==> config.mk <==
export PLATFORM = sky130hd
export DESIGN_NAME = enytank_spawn_ctrl
export DESIGN_NICKNAME = d
export VERILOG_FILES = /design/src/rtl/tank_pkg.sv /design/src/rtl/spawn_point_picker.sv /design/src/rtl/enytank_spawn_ctrl.sv
export SDC_FILE = /design/constraint.sdc
export NUM_CORES = 1
export LEC_CHECK = 0
export BUFFER_PORTS_ARGS = -buffer_cell sky130_fd_sc_hd__buf_2
export CAP_MARGIN = 5
export CORE_MARGIN = 4
export CORE_UTILIZATION = 40
export DETAILED_ROUTE_END_ITERATION = 7
export PLACE_DENSITY = 0.61
export SLEW_MARGIN = 10
export SYNTH_ARGS = -nofsm -noshare
export SYNTH_HDL_FRONTEND = slang
export SYNTH_SLANG_ARGS = --single-unit
==> constraint.sdc <==
create_clock -name clk -period 2.55 [get_ports clk]
set_clock_uncertainty 0.2 [all_clocks]
set_input_delay 0.255 -clock clk [delete_from_list [all_inputs] [get_ports clk]]
set_output_delay 0.255 -clock clk [all_outputs]
set_load 0.1 [all_outputs]
==> src/rtl/tank_pkg.sv <==
// rtl/tank_pkg.sv - shared types and constants for the enemy-tank spawn controller
//
// Purpose: spawn-controller state enum, grid width, spawn point coordinates and
//          the 3x3 neighbourhood test used to decide whether a point is blocked.
// Ports:   none (package).
package tank_pkg;

  localparam int GRID_W = 5;

  localparam logic [GRID_W-1:0] SP_X0 = 5'd0;
  localparam logic [GRID_W-1:0] SP_X1 = 5'd11;
  localparam logic [GRID_W-1:0] SP_X2 = 5'd22;
  localparam logic [GRID_W-1:0] SP_Y  = 5'd0;

  typedef enum logic [2:0] {
    IDLE,
    COOLDOWN,
    SELECT,
    SPAWN,
    WAIT_ACK,
    DONE
  } state_t;

  // True when a and b are at most one grid unit apart (unsigned distance).
  function automatic logic near(input logic [GRID_W-1:0] a, input logic [GRID_W-1:0] b);
    logic [GRID_W-1:0] d;
    d = (a >= b) ? (a - b) : (b - a);
    return (d[GRID_W-1:1] == '0);
  endfunction

endpackage

==> src/rtl/spawn_point_picker.sv <==
// rtl/spawn_point_picker.sv - combinational rotating search for an unblocked spawn point
//
// Purpose: starting at rotation pointer rp, pick the first of the three spawn
//          points whose 3x3 neighbourhood does not contain the player.
// Ports:   rp          in  2  rotation start index (0..2)
//          mytank_xpos in  5  player x
//          mytank_ypos in  5  player y
//          valid       out 1  an unblocked point exists
//          idx         out 2  chosen point index
//          px, py      out 5  chosen point coordinates
module spawn_point_picker
  import tank_pkg::*;
(
  input  logic [1:0]        rp,
  input  logic [GRID_W-1:0] mytank_xpos,
  input  logic [GRID_W-1:0] mytank_ypos,
  output logic              valid,
  output logic [1:0]        idx,
  output logic [GRID_W-1:0] px,
  output logic [GRID_W-1:0] py
);

  function automatic logic [GRID_W-1:0] point_x(input logic [1:0] i);
    case (i)
      2'd1:    point_x = SP_X1;
      2'd2:    point_x = SP_X2;
      default: point_x = SP_X0;
    endcase
  endfunction

  // (start + offset) mod 3; the offset is at most 2 so one subtraction suffices.
  function automatic logic [1:0] rot(input logic [1:0] start, input logic [1:0] offset);
    logic [2:0] s;
    s = {1'b0, start} + {1'b0, offset};
    if (s >= 3'd3) s = s - 3'd3;
    return s[1:0];
  endfunction

  logic [3:0] blocked;
  logic [1:0] cand;

  always_comb begin
    blocked    = 4'b1000;  // index 3 is not a spawn point
    blocked[0] = near(mytank_xpos, SP_X0) && near(mytank_ypos, SP_Y);
    blocked[1] = near(mytank_xpos, SP_X1) && near(mytank_ypos, SP_Y);
    blocked[2] = near(mytank_xpos, SP_X2) && near(mytank_ypos, SP_Y);
  end

  // Walk offsets from last to first so the nearest rotation offset wins.
  always_comb begin
    valid = 1'b0;
    idx   = 2'd0;
    cand  = 2'd0;
    for (int k = 2; k >= 0; k--) begin
      cand = rot(rp, 2'(k));
      if (!blocked[cand]) begin
        valid = 1'b1;
        idx   = cand;
      end
    end
    px = point_x(idx);
    py = SP_Y;
  end

endmodule

==> src/rtl/enytank_spawn_ctrl.sv <==
// rtl/enytank_spawn_ctrl.sv - enemy-tank spawn sequencer with cooldown, wave budget and ack timeout
//
// Purpose: chooses a free enemy slot and an unblocked spawn point, pulses the
//          slot enable, waits for the slot to come alive, then enforces a
//          cooldown before the next spawn. Tracks the per-wave budget.
// Ports:   clk, rst (async, active high), tick (game tick pulse),
//          game_start (wave start pulse), tank_state[3:0] (slot alive flags),
//          mytank_xpos/ypos (player position),
//          tank_en[3:0] (one-hot spawn pulse), spawn_xpos/ypos (spawn point),
//          remaining (unspawned budget), wave_clear (wave finished level).
module enytank_spawn_ctrl
  import tank_pkg::*;
#(
  parameter int TOTAL_ENEMIES  = 20,
  parameter int COOLDOWN_TICKS = 8,
  parameter int ACK_TICKS      = 2
) (
  input  logic              clk,
  input  logic              rst,
  input  logic              tick,
  input  logic              game_start,
  input  logic [3:0]        tank_state,
  input  logic [GRID_W-1:0] mytank_xpos,
  input  logic [GRID_W-1:0] mytank_ypos,
  output logic [3:0]        tank_en,
  output logic [GRID_W-1:0] spawn_xpos,
  output logic [GRID_W-1:0] spawn_ypos,
  output logic [4:0]        remaining,
  output logic              wave_clear
);

  localparam logic [4:0] TOTAL     = 5'(TOTAL_ENEMIES);
  localparam logic [3:0] CD_LOAD   = 4'(COOLDOWN_TICKS);
  localparam logic [3:0] ACK_LIMIT = 4'(ACK_TICKS);

  state_t            state, state_next;
  logic [1:0]        slot;
  logic [1:0]        rp;
  logic [3:0]        cd_cnt;
  logic [3:0]        ack_cnt;

  logic              free_found;
  logic [1:0]        free_slot;
  logic              pick_valid;
  logic [1:0]        pick_idx;
  logic [GRID_W-1:0] pick_px, pick_py;

  logic              load_wave, spawn_go, ack_hit, ack_tick, refund, cd_tick;

  spawn_point_picker u_picker (
    .rp          (rp),
    .mytank_xpos (mytank_xpos),
    .mytank_ypos (mytank_ypos),
    .valid       (pick_valid),
    .idx         (pick_idx),
    .px          (pick_px),
    .py          (pick_py)
  );

  // Lowest-index dead slot.
  always_comb begin
    free_found = 1'b1;
    free_slot  = 2'd0;
    casez (tank_state)
      4'b???0: free_slot = 2'd0;
      4'b??01: free_slot = 2'd1;
      4'b?011: free_slot = 2'd2;
      4'b0111: free_slot = 2'd3;
      default: free_found = 1'b0;
    endcase
  end

  always_ff @(posedge clk or posedge rst) begin
    if (rst) state <= IDLE;
    else     state <= state_next;
  end

  // A tick arriving in the same cycle as a transition only acts on the state
  // being left; the next state starts counting from the following tick.
  always_comb begin
    state_next = state;
    load_wave  = 1'b0;
    spawn_go   = 1'b0;
    ack_hit    = 1'b0;
    ack_tick   = 1'b0;
    refund     = 1'b0;
    cd_tick    = 1'b0;
    case (state)
      IDLE, DONE: begin
        if (game_start) begin
          load_wave  = 1'b1;
          state_next = SELECT;
        end
      end
      COOLDOWN: begin
        if (cd_cnt == 4'd0) begin
          state_next = SELECT;
        end else if (tick) begin
          cd_tick = 1'b1;
          if (cd_cnt == 4'd1) state_next = SELECT;
        end
      end
      SELECT: begin
        if (remaining == 5'd0) begin
          state_next = DONE;
        end else if (free_found && pick_valid) begin
          spawn_go   = 1'b1;
          state_next = SPAWN;
        end
      end
      SPAWN: state_next = WAIT_ACK;
      WAIT_ACK: begin
        // Level check: a slot that died again before being seen counts as no ack.
        if (tank_state[slot]) begin
          ack_hit    = 1'b1;
          state_next = COOLDOWN;
        end else if (tick) begin
          ack_tick = 1'b1;
          if ((ack_cnt + 4'd1) >= ACK_LIMIT) begin
            refund     = 1'b1;
            state_next = SELECT;
          end
        end
      end
      default: state_next = IDLE;
    endcase
  end

  // Outputs are registered on the SELECT decision edge so tank_en is high
  // exactly during the SPAWN cycle.
  always_ff @(posedge clk or posedge rst) begin
    if (rst) begin
      tank_en    <= 4'b0000;
      spawn_xpos <= SP_X0;
      spawn_ypos <= SP_Y;
      remaining  <= 5'd0;
      wave_clear <= 1'b0;
      slot       <= 2'd0;
      rp         <= 2'd0;
      cd_cnt     <= 4'd0;
      ack_cnt    <= 4'd0;
    end else begin
      tank_en    <= 4'b0000;
      wave_clear <= (state == DONE) && !game_start && (tank_state == 4'b0000);
      if (load_wave) begin
        remaining <= TOTAL;
        cd_cnt    <= 4'd0;
        rp        <= 2'd0;
      end else if (spawn_go) begin
        tank_en    <= 4'b0001 << free_slot;
        spawn_xpos <= pick_px;
        spawn_ypos <= pick_py;
        slot       <= free_slot;
        rp         <= (pick_idx == 2'd2) ? 2'd0 : pick_idx + 2'd1;
        remaining  <= (remaining == 5'd0) ? 5'd0 : remaining - 5'd1;
        ack_cnt    <= 4'd0;
      end else if (ack_hit) begin
        cd_cnt <= CD_LOAD;
      end else if (cd_tick) begin
        cd_cnt <= cd_cnt - 4'd1;
      end else if (ack_tick) begin
        ack_cnt <= ack_cnt + 4'd1;
        if (refund) remaining <= (remaining >= TOTAL) ? TOTAL : remaining + 5'd1;
      end
    end
  end

endmodule

==> results.cfg <==
[synth]
async_flop_share = 1.00
ys_warn_count = 0
syn_area_per_cell_um2 = 8.53
synthCells = 292
ys_seq_area_frac = 0.281
synth_cell_type_count = 60
synth_area_leaders = dfrtp_1 (28%), ha_1 (14%), nand2_1 (4.1%)
synth_edf_count = 0
synth_top_area_frac = 0.281
ys_ff_latch = 28
synth_ff_type = dfrtp_1
yosys.area.top_type = dfrtp_1
syn_area_um2 = 2490

[timing]
worst_hold_slack_ns = -0.00307
worst_pin_slew_ns = 0.492
setup_violations = 13
hold_viol_final = 1
setup_slack_ns = -0.108
maxSlewViolCount = 0
timing.setup.tns_ns = -0.821
rsz0062_at_grt = yes
period_needed_ns = 2.66
fmax_ghz = 0.376
slew_headroom = 0.669
min_period_over_period = 1.04

[global_route]
grt_pass1_vias = 2286
grt.total_usage = 0.167
grt_max_degree = 29
grt_remaining_overflow = 0
antenna_found_initial = 0
grt_pass1_wl_um = 10300

[drt]
detail_route.iter0.violations = 62
wirelength_um = 6060
vias = 2358
drt_pass1_iterations = 4
routed_via_density = 5.17
ant_nets = 0
route.detailed.drc = 0
wire_per_inst_um = 13.3

[floorplan]
die_y_um = 86.9
start_util = 0.416
io_pins = 38
placementRows = 28
core_um2 = 5990
die_w_um = 86.9
die_area_um2 = 7550

[clock_network]
cts.sinks = 28
htreeDepth = 1
cts_buffer_depth = 2
cts.clk_slew.worst_paths_ns = 0.10
cts_buffers = 3
cts-root-buf = clkbuf_8
tritoncts = done
clkLatencyLatePin_ns = 0.28

[place]
gp_congestion = 0.882
dp.cells = 442
dp_slack_ns = -0.533
port-buffer-count = 32
dp_hpwl_um = 4750

[worst_setup_path]
r2r-start = rp[0]
r2r_setup_slack_ns = -0.10
ff2ff_path_depth = 10
start_kind = primary input
crit_type = primary input to register
required_ns = 2.56
r2r_end = remaining[4]
endpoint_kind = register
path_max_fanout = 12
cp.arrival_ns = 2.67

[run]
drv_cap = 0

[layout]
finalNetCount = 428
layout-drive-gt1-share = 0.357
final_cell_mix = buf_4 (58), nand2_1 (26), buf_2 (26)
final_cells = 456
layout_commonest_cell = buf_4
n_fill_cell = 536
diodes = 0
area_delta_synth_final_pct = 38.0

[power_and_ir_drop]
ir_drop_v = 0.000907
power_density_nw_per_um2 = 972
p_total_uw = 3340
leakage_uw = 0.00164

[min_path]
hold_depth = 2
min_to = tank_en[0]
hp-start = tank_state[0]
min_path_type = primary input to register

[outcome]
outcome = finished, violations left
violations = negative hold slack, negative setup slack
[registers in the layout (all words and copies together), names as in the netlist]
signal	count
wave_clear	1
tank_en	4
ack_cnt	4
rp	2
slot	2
remaining	5
cd_cnt	4
spawn_xpos	3
state	3
[cell type report]
type,count,area (um^2),share of cell area
clock inverters,1,30.0,0.00874
multi-input cells,227,1730,0.503
inverters,25,104,0.0302
well taps,75,93.8,0.0273
clock buffers,3,41.3,0.0120
repair buffers,97,733,0.213
flip-flops and latches,28,706,0.205
[cell usage after synthesis, types with 4 or more instances]
cell       n
buf_4      8
or3_1      4
a211oi_1   4
and2_1     5
nand2_1   27
dfrtp_1   28
inv_1     25
nand2b_1   8
a21oi_1   12
ha_1      28
o211ai_1   6
nor3_1    11
nor2b_1    4
a21o_1     5
o21ai_0   18
nand3_1    8
nand4_1    4
nor2_1    19
nor4_1     5
[cell families after synthesis]
logic type | synth area share
XOR/XNOR | 0.0141
AND/OR/NAND/NOR | 0.238
flip-flops | 0.281
buffers and inverters | 0.0829
other | 0.00151
AO/OA/AOI/OAI | 0.199
multiplexers | 0.0347
adder cells (fa/ha/maj) | 0.149
[critical path, stage by stage]
cell	delay, ns
buf_6	0.08
inv_4	0.04
ha_4	0.15
and2_4	0.16
ha_4	0.25
nand2_2	0.05
o311ai_4	0.22
nor3_1	0.12
nor4bb_2	0.27
buf_4	0.17
o31ai_4	0.07
buf_12	0.15
buf_4	0.14
nor4_1	0.34
mux2i_1	0.22
[what timing repair did]
item / CTS / global route
endpoints found under the hold margin: 31 / 0
endpoints found under the setup margin: 19 / 20
pin swaps: 10 / 4
resized for setup: 25 / 7
hold buffers: 4 / 0
setup buffers: 3 / 3
[routing by layer]
metal	routed length [um]	part of all wire	vias to the layer above	track usage
met5	0	0	-	0
met3	161	0.027	4	0.0227
li1	-	-	1213	-
met4	42	0.0069	0	0.0326
met1	2730	0.45	1109	0.218
met2	3130	0.52	32	0.293
[how the worst max path moves through the flow]
stage,from,end,slack (ns),depth (start not counted)
6_report,mytank_xpos[1],remaining[4],-0.11,15
5_1_grt,mytank_ypos[1],ack_cnt[2],-0.23,12
4_1_cts,mytank_ypos[1],ack_cnt[2],-0.14,12
3_5_place_dp,mytank_ypos[1],spawn_xpos[2],-0.53,12
3_3_place_gp,mytank_xpos[2],ack_cnt[2],-0.48,14
2_1_floorplan,mytank_ypos[1],spawn_xpos[2],-0.28,9
[through the flow]
stage,utilization,cell area (um^2)
final,0.574,3440
after global routing,0.574,3440
after CTS,0.564,3380
after detailed placement,0.522,3120
after global placement,0.522,3120
after floorplan,-,2570
[report_power, final]
group | switching, uW | internal (uW)
logic | 1420 | 851
registers | 116 | 593
clock network | 147 | 210
total | 1690 | 1650
Power figures use the tool's default switching activity.
